[config.mk]
export PLATFORM = sky130hd
export DESIGN_NAME = fir_coefficient_controller
export DESIGN_NICKNAME = d
export VERILOG_FILES = /design/src/rtl/fir_coefficient_controller.sv
export SDC_FILE = /design/constraint.sdc
export NUM_CORES = 1
export LEC_CHECK = 0
export ABC_CLOCK_PERIOD_IN_PS = 2800
export CAP_MARGIN = 40
export CORE_MARGIN = 2
export CORE_UTILIZATION = 63
export DETAILED_ROUTE_END_ITERATION = 8
export DONT_BUFFER_PORTS = 1
export MAX_ROUTING_LAYER = met4
export PLACE_DENSITY = 0.77
export SYNTH_ARGS = -nofsm -noshare
export SYNTH_HDL_FRONTEND = slang
export SYNTH_SLANG_ARGS = --single-unit
[constraint.sdc]
create_clock -name clock -period 2.8 [get_ports clock]
set_input_delay 0.14 -clock clock [delete_from_list [all_inputs] [get_ports clock]]
set_output_delay 0.14 -clock clock [all_outputs]
set_load 0.03 [all_outputs]
[src/rtl/fir_coefficient_controller.sv]
// Coefficient bank store and reload sequencer for a streaming FIR filter.
// Optional drain watchdog: define FIR_COEF_CTRL_DRAIN_WATCHDOG_EN.
//
// Handshakes: a beat transfers on any clock edge where valid and ready are
// both high; valid never waits for ready, and data is held while valid is
// high and ready is low.
module fir_coefficient_controller #(
   parameter int NUMBER_TAPS       = 16,
   parameter int COEFFICIENT_WIDTH = 16,
   parameter int NUMBER_BANKS      = 2,
   parameter int DRAIN_TIMEOUT     = 64
) (
   input  logic                                clock,
   input  logic                                reset,
   input  logic                                cfg_wr_en,
   input  logic [$clog2(NUMBER_BANKS)-1:0]     cfg_wr_bank,
   input  logic [$clog2(NUMBER_TAPS)-1:0]      cfg_wr_addr,
   input  logic [COEFFICIENT_WIDTH-1:0]        cfg_wr_data,
   output logic                                cfg_wr_error,
   input  logic                                load_req,
   input  logic [$clog2(NUMBER_BANKS)-1:0]     load_bank,
   output logic                                load_busy,
   output logic [$clog2(NUMBER_BANKS)-1:0]     active_bank,
   input  logic                                up_tvalid,
   input  logic                                up_tlast,
   output logic                                up_tready,
   output logic                                filter_tvalid,
   input  logic                                filter_tready,
   input  logic                                filter_samples_remaining,
   output logic                                coefficients_out_aresetn,
   output logic [COEFFICIENT_WIDTH-1:0]        coefficients_out_tdata,
   output logic                                coefficients_out_tvalid,
   output logic                                coefficients_out_tlast,
   input  logic                                coefficients_out_tready,
   output logic                                drain_timeout
);

   localparam int BW = $clog2(NUMBER_BANKS);
   localparam int TW = $clog2(NUMBER_TAPS);
   localparam logic [TW-1:0] LAST_TAP = TW'(NUMBER_TAPS - 1);

   typedef enum logic [2:0] {
      ST_IDLE, ST_WAIT_DRAIN, ST_CLEAR, ST_LOAD, ST_RUN
   } state_t;

   state_t                 state, state_next;
   logic                   pending;
   logic [BW-1:0]          pending_bank;
   logic [BW-1:0]          load_sel;
   logic [TW-1:0]          tap_idx;
   logic                   frame_active;
   logic                   start_load, last_beat, wr_conflict, up_beat, gate_open, wd_expire;

   logic [COEFFICIENT_WIDTH-1:0] coef_mem [NUMBER_BANKS][NUMBER_TAPS];

   assign start_load  = (state == ST_IDLE || state == ST_RUN) && (pending || load_req);
   assign last_beat   = (state == ST_LOAD) && coefficients_out_tready && (tap_idx == LAST_TAP);
   assign wr_conflict = cfg_wr_en && (state == ST_CLEAR || state == ST_LOAD) && (cfg_wr_bank == load_sel);
   assign up_beat     = up_tvalid && up_tready;

   always_ff @(posedge clock) begin
      if (reset) state <= ST_IDLE;
      else       state <= state_next;
   end

   always_comb begin
      state_next = state;
      case (state)
         ST_IDLE, ST_RUN: if (pending || load_req) state_next = ST_WAIT_DRAIN;
         ST_WAIT_DRAIN:   if ((!frame_active && !filter_samples_remaining) || wd_expire)
                             state_next = ST_CLEAR;
         ST_CLEAR:        state_next = ST_LOAD;
         ST_LOAD:         if (last_beat) state_next = ST_RUN;
         default:         state_next = ST_IDLE;
      endcase
   end

   always_comb begin
      gate_open                = 1'b0;
      load_busy                = 1'b0;
      coefficients_out_aresetn = 1'b0;
      coefficients_out_tvalid  = 1'b0;
      coefficients_out_tlast   = 1'b0;
      coefficients_out_tdata   = '0;
      if (!reset) begin
         gate_open                = (state == ST_RUN) || (state == ST_WAIT_DRAIN && frame_active);
         load_busy                = !(state == ST_IDLE || state == ST_RUN);
         coefficients_out_aresetn = (state != ST_CLEAR);
         coefficients_out_tvalid  = (state == ST_LOAD);
         coefficients_out_tlast   = (state == ST_LOAD) && (tap_idx == LAST_TAP);
         if (state == ST_LOAD) coefficients_out_tdata = coef_mem[load_sel][tap_idx];
      end
      up_tready     = gate_open && filter_tready;
      filter_tvalid = gate_open && up_tvalid;
   end

   // A request arriving while a load is being started is consumed directly;
   // any other request overwrites the single pending slot.
   always_ff @(posedge clock) begin
      if (reset) begin
         pending      <= 1'b0;
         pending_bank <= '0;
         load_sel     <= '0;
         active_bank  <= '0;
         frame_active <= 1'b0;
         tap_idx      <= '0;
         cfg_wr_error <= 1'b0;
      end else begin
         cfg_wr_error <= wr_conflict;
         if (up_beat) frame_active <= !up_tlast;
         if (start_load) begin
            pending  <= 1'b0;
            load_sel <= load_req ? load_bank : pending_bank;
         end else if (load_req) begin
            pending      <= 1'b1;
            pending_bank <= load_bank;
         end
         if (state == ST_LOAD && coefficients_out_tready)
            tap_idx <= (tap_idx == LAST_TAP) ? '0 : tap_idx + 1'b1;
         if (last_beat) active_bank <= load_sel;
      end
   end

   // Storage is plain memory: no reset, writes to the bank being loaded are dropped.
   always_ff @(posedge clock) begin
      if (cfg_wr_en && !wr_conflict) coef_mem[cfg_wr_bank][cfg_wr_addr] <= cfg_wr_data;
   end

`ifdef FIR_COEF_CTRL_DRAIN_WATCHDOG_EN
   localparam int WW = $clog2(DRAIN_TIMEOUT + 1);
   logic [WW-1:0] drain_count;
   logic          drain_timeout_q;

   assign wd_expire = (state == ST_WAIT_DRAIN) && !frame_active && filter_samples_remaining
                      && (drain_count == WW'(DRAIN_TIMEOUT - 1));

   always_ff @(posedge clock) begin
      if (reset || state != ST_WAIT_DRAIN) drain_count <= '0;
      else if (!frame_active)              drain_count <= drain_count + 1'b1;
      drain_timeout_q <= reset ? 1'b0 : wd_expire;
   end

   assign drain_timeout = drain_timeout_q;
`else
   assign wd_expire     = 1'b0;
   // Watchdog absent: the limit parameter folds into a constant-zero output.
   assign drain_timeout = 1'b0 & (DRAIN_TIMEOUT < 0);
`endif

endmodule

# --- Word level (Yosys, flattened, before mapping) ---
# Memory sizes are Yosys's and may differ from the RTL's. A register that Yosys moved wholly into a read port is not among the register bits.
# Cells that the tools add are included.
op_classes:
  add_sub_neg: 1
  multipliers: 0
  div_mod_pow: 0
  order_cmp: 3
  eq_ne: 10
  shift: 0
  n_mux: 22
  bitwise: 2
  reduce_logical: 26
op_table:
  columns: ["cell", "n"]
  rows:
  - ["2-to-1 mux 256 bit", 1]
  - ["2-to-1 mux 16 bit", 5]
  - ["binary-select mux 16 bit (select 4 bit)", 1]
  - ["demux 16 bit (select 4 bit)", 1]
  - ["logical AND 1 bit", 13]
  - ["case mux 3 bit (4 select lines)", 1]
  - ["greater-or-equal comparator 5 bit (second input constant)", 2]
  - ["NOT 4 -> 5 bit", 2]
  - ["2-to-1 mux 1 bit", 9]
  - ["2-to-1 mux 3 bit", 3]
  - ["equality test 3 x 2 -> 1 bit (second input constant)", 2]
  - ["inequality test 2 bit (second input constant)", 3]
  - ["zero test 1 bit", 5]
  - ["< comparator 5 x 1 -> 1 bit (second input constant)", 1]
  - ["adder 4 x 1 -> 4 bit (second input constant)", 1]
  - ["equality test 4 bit (second input constant)", 1]
  - ["logical OR 1 bit", 4]
  - ["2-to-1 mux 4 bit", 1]
  - ["OR reduction 2 bit", 2]
  - ["equality test 3 x 1 -> 1 bit (second input constant)", 1]
  - ["equality test 3 bit (second input constant)", 1]
  - ["zero test 3 bit", 1]
  - ["inequality test 3 x 2 -> 1 bit (second input constant)", 1]
  - ["AND reduction 3 bit", 1]
  - ["equality test 1 bit", 1]
word_totals:
  regBits: 13
  latchBits: 0
  ramBits: 512
  mem_bits_ro: 0
  output_inout_bits: 25
  word_cells: 73
  mem_count: 1
memory_table:
  columns: ["name", "words", "width", "rd", "rd_clocked_by_memory_dff", "write_ports", "line", "source"]
  rows:
  - ["coef_mem", 2, 256, 1, 1, 1, "54", "logic [COEFFICIENT_WIDTH-1:0] coef_mem [NUMBER_BANKS][NUMBER_TAPS];"]

# --- Depth between registers and ports, before layout ---
logic_depth:
  ltp_word: 8
  ltp_mapped: 8
  ltp_nobuf: 5

# --- Least setup slack after synthesis ---
# OpenSTA, ideal clock, no wires.
synth_timing:
  kind: "register to register"
  startpoint: "register state[1]"
  endpoint: "memory coef_mem[1][16] (netlist bit) (enable)"
  arrival_ns: 1.748
  required_ns: 2.412
  setup_slack_ns: 0.664
  path_stages_with_launch: 6
  n_path_buf: 1
  period_less_slack_ns: 2.136
  cell_sequence: "dfxtp_1 > buf_2 > nor2b_1 > nand2_1 > nand4b_1 > nor2_1"
synth_via:
  elab_chain_cells: 8
  elab_cells_between_ends: 9
  cone_classes: "2 x eq/ne; 2 x mux; 5 x reduce/logical"
synth_rtl:
  columns: ["item", "line", "source"]
  rows:
  - ["start: declaration", "46", "state_t state, state_next;"]
  - ["start signal: assignment", "63", "else state <= state_next;"]
  - ["equality test 3 x 2 -> 1 bit", "58", "assign wr_conflict = cfg_wr_en && (state == ST_CLEAR || state == ST_LOAD) && (cfg_wr_bank == load_sel);"]
  - ["logical OR 1 bit *", "58", null]
  - ["logical AND 1 bit * (2 in a row)", "58", null]
  - ["zero test 1 bit *", "126", "if (cfg_wr_en && !wr_conflict) coef_mem[cfg_wr_bank][cfg_wr_addr] <= cfg_wr_data;"]
  - ["logical AND 1 bit *", "126", null]
  - ["2-to-1 mux 1 bit *", "126", null]
  - ["2-to-1 mux 256 bit (not written as such) *", "126", null]
  - ["end: declaration", "54", null]
# Mark *: on every way between the ends. The rest lies on a longest branch, timed or not.

==> results summary <==
From synthesis to final layout, the design area changed by 17.4%. Clock tree synthesis found a total of 526 sinks. The share of synthesized registers carrying an async set or reset is 0%. The cell repeated most along the worst path is sky130_fd_sc_hd__buf_12. The required time at the endpoint of the critical path came out at roughly 2700 ps. The worst setup path is captured at a primary output. After clock tree synthesis, the clock-pin slew on the worst setup and hold paths is 60 ps. Once detailed placement completed, the half-perimeter wirelength came to about 26000 um.

The gate count of the mapped netlist is 968. The final weighted congestion in routability-driven placement is 0.875. The largest net degree at the start of global routing is 38. The longest individual stage delay on the worst path came out at approximately 560 ps. The overall fraction of global-route tracks in use is 29.7%. The total count of hold-check failures in the final report is 0. The pre-antenna-repair detailed-routing pass consisted of 5 iterations. The final route contains between 10000 and 15000 vias.

The final setup slack of the worst path is -4.00 ps. Dividing the synthesized area by the synthesized cell count gives 21.2 um2. The number of max-cap violations is 0.

The die height came out at between 150 and 200 um. The final net count is around 1100. The worst-skew pair later-pin latency came out at 580 ps.

The pre-CTS setup slack came out at about 500 ps. Walking the worst path, the cells encountered are buf_12 > buf_12 > buf_16 > mux4_2 > mux2i_4 > a221o_1 > a31oi_1 > buf_4. The category of the worst setup path launch point is a flip-flop. The count of distinct cell types in the synthesized netlist came out at 49.

The internal power of the cells totals 13.4 mW. The transition at the pin with the smallest max-transition slack is about 760 ps. The count of unresolved DRC violations after routing is 0. The number of global-route vias before repair is between 10000 and 15000. The number of H-tree branching levels came out at 2.

The area of the die came out at around 34000 um2. The number of nets in the synthesized netlist came out at 1000. Synthesis inferred 526 register bits. In the final timing run, aggregate negative setup slack is -4.00 ps. The flow ran to the end, but the final reports show violations. The areal power density over the cells came out at slightly above 700 nW/um2. The netlist area before placement is 20500 um2.

The critical path is of the flip-flop to primary output type. The number of buffers inserted by port buffering is 0. In this run the static leakage power is 7.63 nW. The starting utilization of the core area is 63.6%.

The final-report setup violation count came out at 1. The count of routing violations after the opening detailed-route iteration came out at 1423. The total core area is roughly 32000 um2. The buffer levels on the longest clock path came out at 3. Of the synthesized area, sequential elements account for between 70% and 80%. The source of the worst hold timing path is cfg_wr_addr[2].

The number of pins with negative max-slew slack in the final report came out at 0. The worst relative slew slack is roughly half. In this run the worst path has a maximum fanout of 10. The total power of the final layout is around 17 mW. Setup repair after global routing could not meet its margin everywhere.

The type of the tightest min-delay check is input port to flip-flop. The dominant register cell in the synthesized netlist is sky130_fd_sc_hd__edfxtp_1. The checks that failed: setup timing.

The final critical delay including setup and external delays came out at 2800 ps. The number of rows in the core area came out at 66. The tree is rooted in a sky130_fd_sc_hd__clkbuf_16. The total net switching power is 3.82 mW.

The number of antenna violations at the first check in global routing was 4. The first global-routing pass estimated 68900 um of wire. The post-detailed-route count of antenna-violating nets is 0. The startpoint identified for the worst register-to-register timing path is state[2]. The wire length after detailed routing is a little under 50000 um. For this design the top-level I/O count stands at 56.

On the critical path, the stage with the largest delay is an instance of sky130_fd_sc_hd__mux4_2. The wire length per cell is 30.2 um. The switching part of the total power came out at between 20% and 30%. The share of total power in the clock network came out at 37.6%. VDD sags by at most between 0.0005 and 0.0006 V.

The sequential share of power came out at slightly above 50%. The total overflow reported by the global router came out at 0. The total placed cells including tap cells came out at approximately 1400. The maximum clock frequency came out at around 0.36 GHz. The number of cells in the finished layout apart from fillers is about 1600. For the worst setup path, the data arrival time is 2660 ps. The routed via count divided by cell count came out at between 6 and 7.

The die is between 150 and 200 um wide. The post-route clock period utilization came out at 100%. The number of clock buffers inserted by TritonCTS is 50. TritonCTS built the clock tree.

The number of enable flip-flop cells after synthesis is 512. During synthesis, Yosys emitted a total of 0 warnings. The combinational share of power came out at between 10% and 20%. The fraction of final layout cells with drive strength greater than 1 is between 20% and 30%. The clock tree skew after final layout came out at ~21 ps.
==> per-layer routing <==
metal / up-vias / GRT usage [%] / routed length, um
li1: 4363 / - / -
met5: - / - / 0
met3: 92 / 6.18 / 5230
met4: 0 / 8.93 / 1290
met1: 5418 / 42.0 / 18500
met2: 645 / 44.6 / 23300
==> cells by family after synthesis <==
| kind of cell | share of synthesized area, % |
|---|---|
| flops | 76.2 |
| mux | 15.7 |
| simple gates | 2.39 |
| compound gates | 3.39 |
| buf+inv | 2.14 |
| xor+xnor | 0.128 |
| fa+ha+maj | 0.0609 |
| other cells | 0.0183 |
==> power by group through the flow <==
stage               clock network (mW)  logic [mW]  registers (mW)
floorplan                            0        1.17            8.91
global placement                     0        1.38            8.93
detailed placement                   0        1.39            8.93
CTS                               6.50        1.84            8.77
global route                      6.80        2.06            8.76
finish                            6.46        1.97            8.76
==> cells in the final DEF, fill, tap and decap left out, types with 5 or more instances in the layout <==
cell | Yosys | routed
sky130_fd_sc_hd__a31oi_1 | 17 | 14
sky130_fd_sc_hd__nor2b_1 | 5 | 5
sky130_fd_sc_hd__dfxtp_1 | 14 | 11
sky130_fd_sc_hd__mux2i_2 | 0 | 15
sky130_fd_sc_hd__and2_1 | 5 | 5
sky130_fd_sc_hd__mux2i_4 | 0 | 6
sky130_fd_sc_hd__clkbuf_1 | 7 | 16
sky130_fd_sc_hd__nand2_1 | 17 | 17
sky130_fd_sc_hd__nor2_1 | 48 | 47
sky130_fd_sc_hd__a221o_1 | 16 | 16
sky130_fd_sc_hd__buf_12 | 3 | 25
sky130_fd_sc_hd__a221oi_1 | 12 | 11
sky130_fd_sc_hd__clkinv_2 | 0 | 10
sky130_fd_sc_hd__clkinv_1 | 0 | 9
sky130_fd_sc_hd__a21oi_1 | 7 | 7
sky130_fd_sc_hd__a22oi_1 | 16 | 15
sky130_fd_sc_hd__buf_4 | 8 | 76
sky130_fd_sc_hd__edfxtp_1 | 512 | 512
sky130_fd_sc_hd__dlygate4sd3_1 | 1 | 30
sky130_fd_sc_hd__inv_1 | 5 | 5
sky130_fd_sc_hd__mux2i_1 | 68 | 47
sky130_fd_sc_hd__buf_16 | 0 | 7
sky130_fd_sc_hd__clkbuf_16 | 0 | 51
sky130_fd_sc_hd__mux4_2 | 108 | 109
sky130_fd_sc_hd__o21ai_1 | 9 | 11
==> per-stage QoR <==
stage	cell area, um2	util (%)	hold WS, ps
2_1_floorplan	20500	-	239
3_3_place_gp	21400	66.2	207
3_5_place_dp	21400	66.3	206
4_1_cts	23900	74.1	13.3
5_1_grt	24100	74.7	41.5
6_report	24100	74.7	32.3
==> cells in the mapped netlist, types with 3 or more instances <==
cell | number | share of area (%)
sky130_fd_sc_hd__a221o_1 | 16 | 0.78
sky130_fd_sc_hd__clkbuf_1 | 7 | 0.13
sky130_fd_sc_hd__buf_2 | 21 | 0.51
sky130_fd_sc_hd__nand3_1 | 4 | 0.097
sky130_fd_sc_hd__and3_1 | 3 | 0.091
sky130_fd_sc_hd__a22oi_1 | 16 | 0.58
sky130_fd_sc_hd__mux2i_1 | 68 | 3.3
sky130_fd_sc_hd__a31oi_1 | 17 | 0.52
sky130_fd_sc_hd__a21oi_1 | 7 | 0.17
sky130_fd_sc_hd__nor2_1 | 48 | 0.88
sky130_fd_sc_hd__nor2b_1 | 5 | 0.15
sky130_fd_sc_hd__dfxtp_1 | 14 | 1.4
sky130_fd_sc_hd__o21ai_1 | 9 | 0.22
sky130_fd_sc_hd__nand3b_1 | 3 | 0.11
sky130_fd_sc_hd__edfxtp_1 | 512 | 75
sky130_fd_sc_hd__and2_1 | 5 | 0.15
sky130_fd_sc_hd__mux4_2 | 108 | 12
sky130_fd_sc_hd__buf_4 | 8 | 0.29
sky130_fd_sc_hd__buf_6 | 9 | 0.49
sky130_fd_sc_hd__mux4_1 | 4 | 0.51
sky130_fd_sc_hd__nand2_1 | 17 | 0.31
sky130_fd_sc_hd__nand4_1 | 4 | 0.12
sky130_fd_sc_hd__buf_12 | 3 | 0.29
sky130_fd_sc_hd__o21ai_0 | 6 | 0.15
sky130_fd_sc_hd__a221oi_1 | 12 | 0.51
sky130_fd_sc_hd__or3_1 | 3 | 0.091
sky130_fd_sc_hd__o2111ai_1 | 6 | 0.26
sky130_fd_sc_hd__o21a_1 | 3 | 0.11
sky130_fd_sc_hd__inv_1 | 5 | 0.091
==> repair_timing <==
action,in CTS,in global routing
resized for setup,25,27
gates cloned,5,1
hold buffers,45,0
buffers inserted,9,3
pin swaps,7,7
hold endpoints to repair,532,0
setup endpoints to repair,12,16
==> worst max-delay path: cells and delay by family, from the launching register on <==
kind | cells | cell delay, ps
compound gates | 2 | 370
mux | 2 | 750
buf+inv | 4 | 590
flops | 1 | 360
==> registers in the layout, indices dropped and copies added, names as in the netlist, named ones only <==
| name | flops |
|---|---|
| state | 3 |
| tap_idx | 4 |
| pending | 1 |
| pending_bank | 1 |
| load_sel | 1 |
| active_bank | 1 |
| cfg_wr_error | 1 |
| coef_mem | 512 |
| frame_active | 1 |
==> cell type report <==
cell class | count | area, um2
antenna | 4 | 10.0
clock buffer | 66 | 1310
clock inverter | 27 | 246
fill | 1687 | 8160
inverter | 6 | 22.5
multi-input combinational | 381 | 4630
sequential | 526 | 15700
tap | 442 | 553
timing repair buffer | 145 | 1680
==> worst paths after layout <==
kind	to	slack, ps	cells after the start
worst max-delay path	coefficients_out_tdata[14]	-4	8
worst min-delay path	coef_mem[0][116]	30	3
worst max register to register	coef_mem[1][179]	560	5
worst min register to register	active_bank	500	2
No activity file was read; power rests on OpenSTA's default activity.
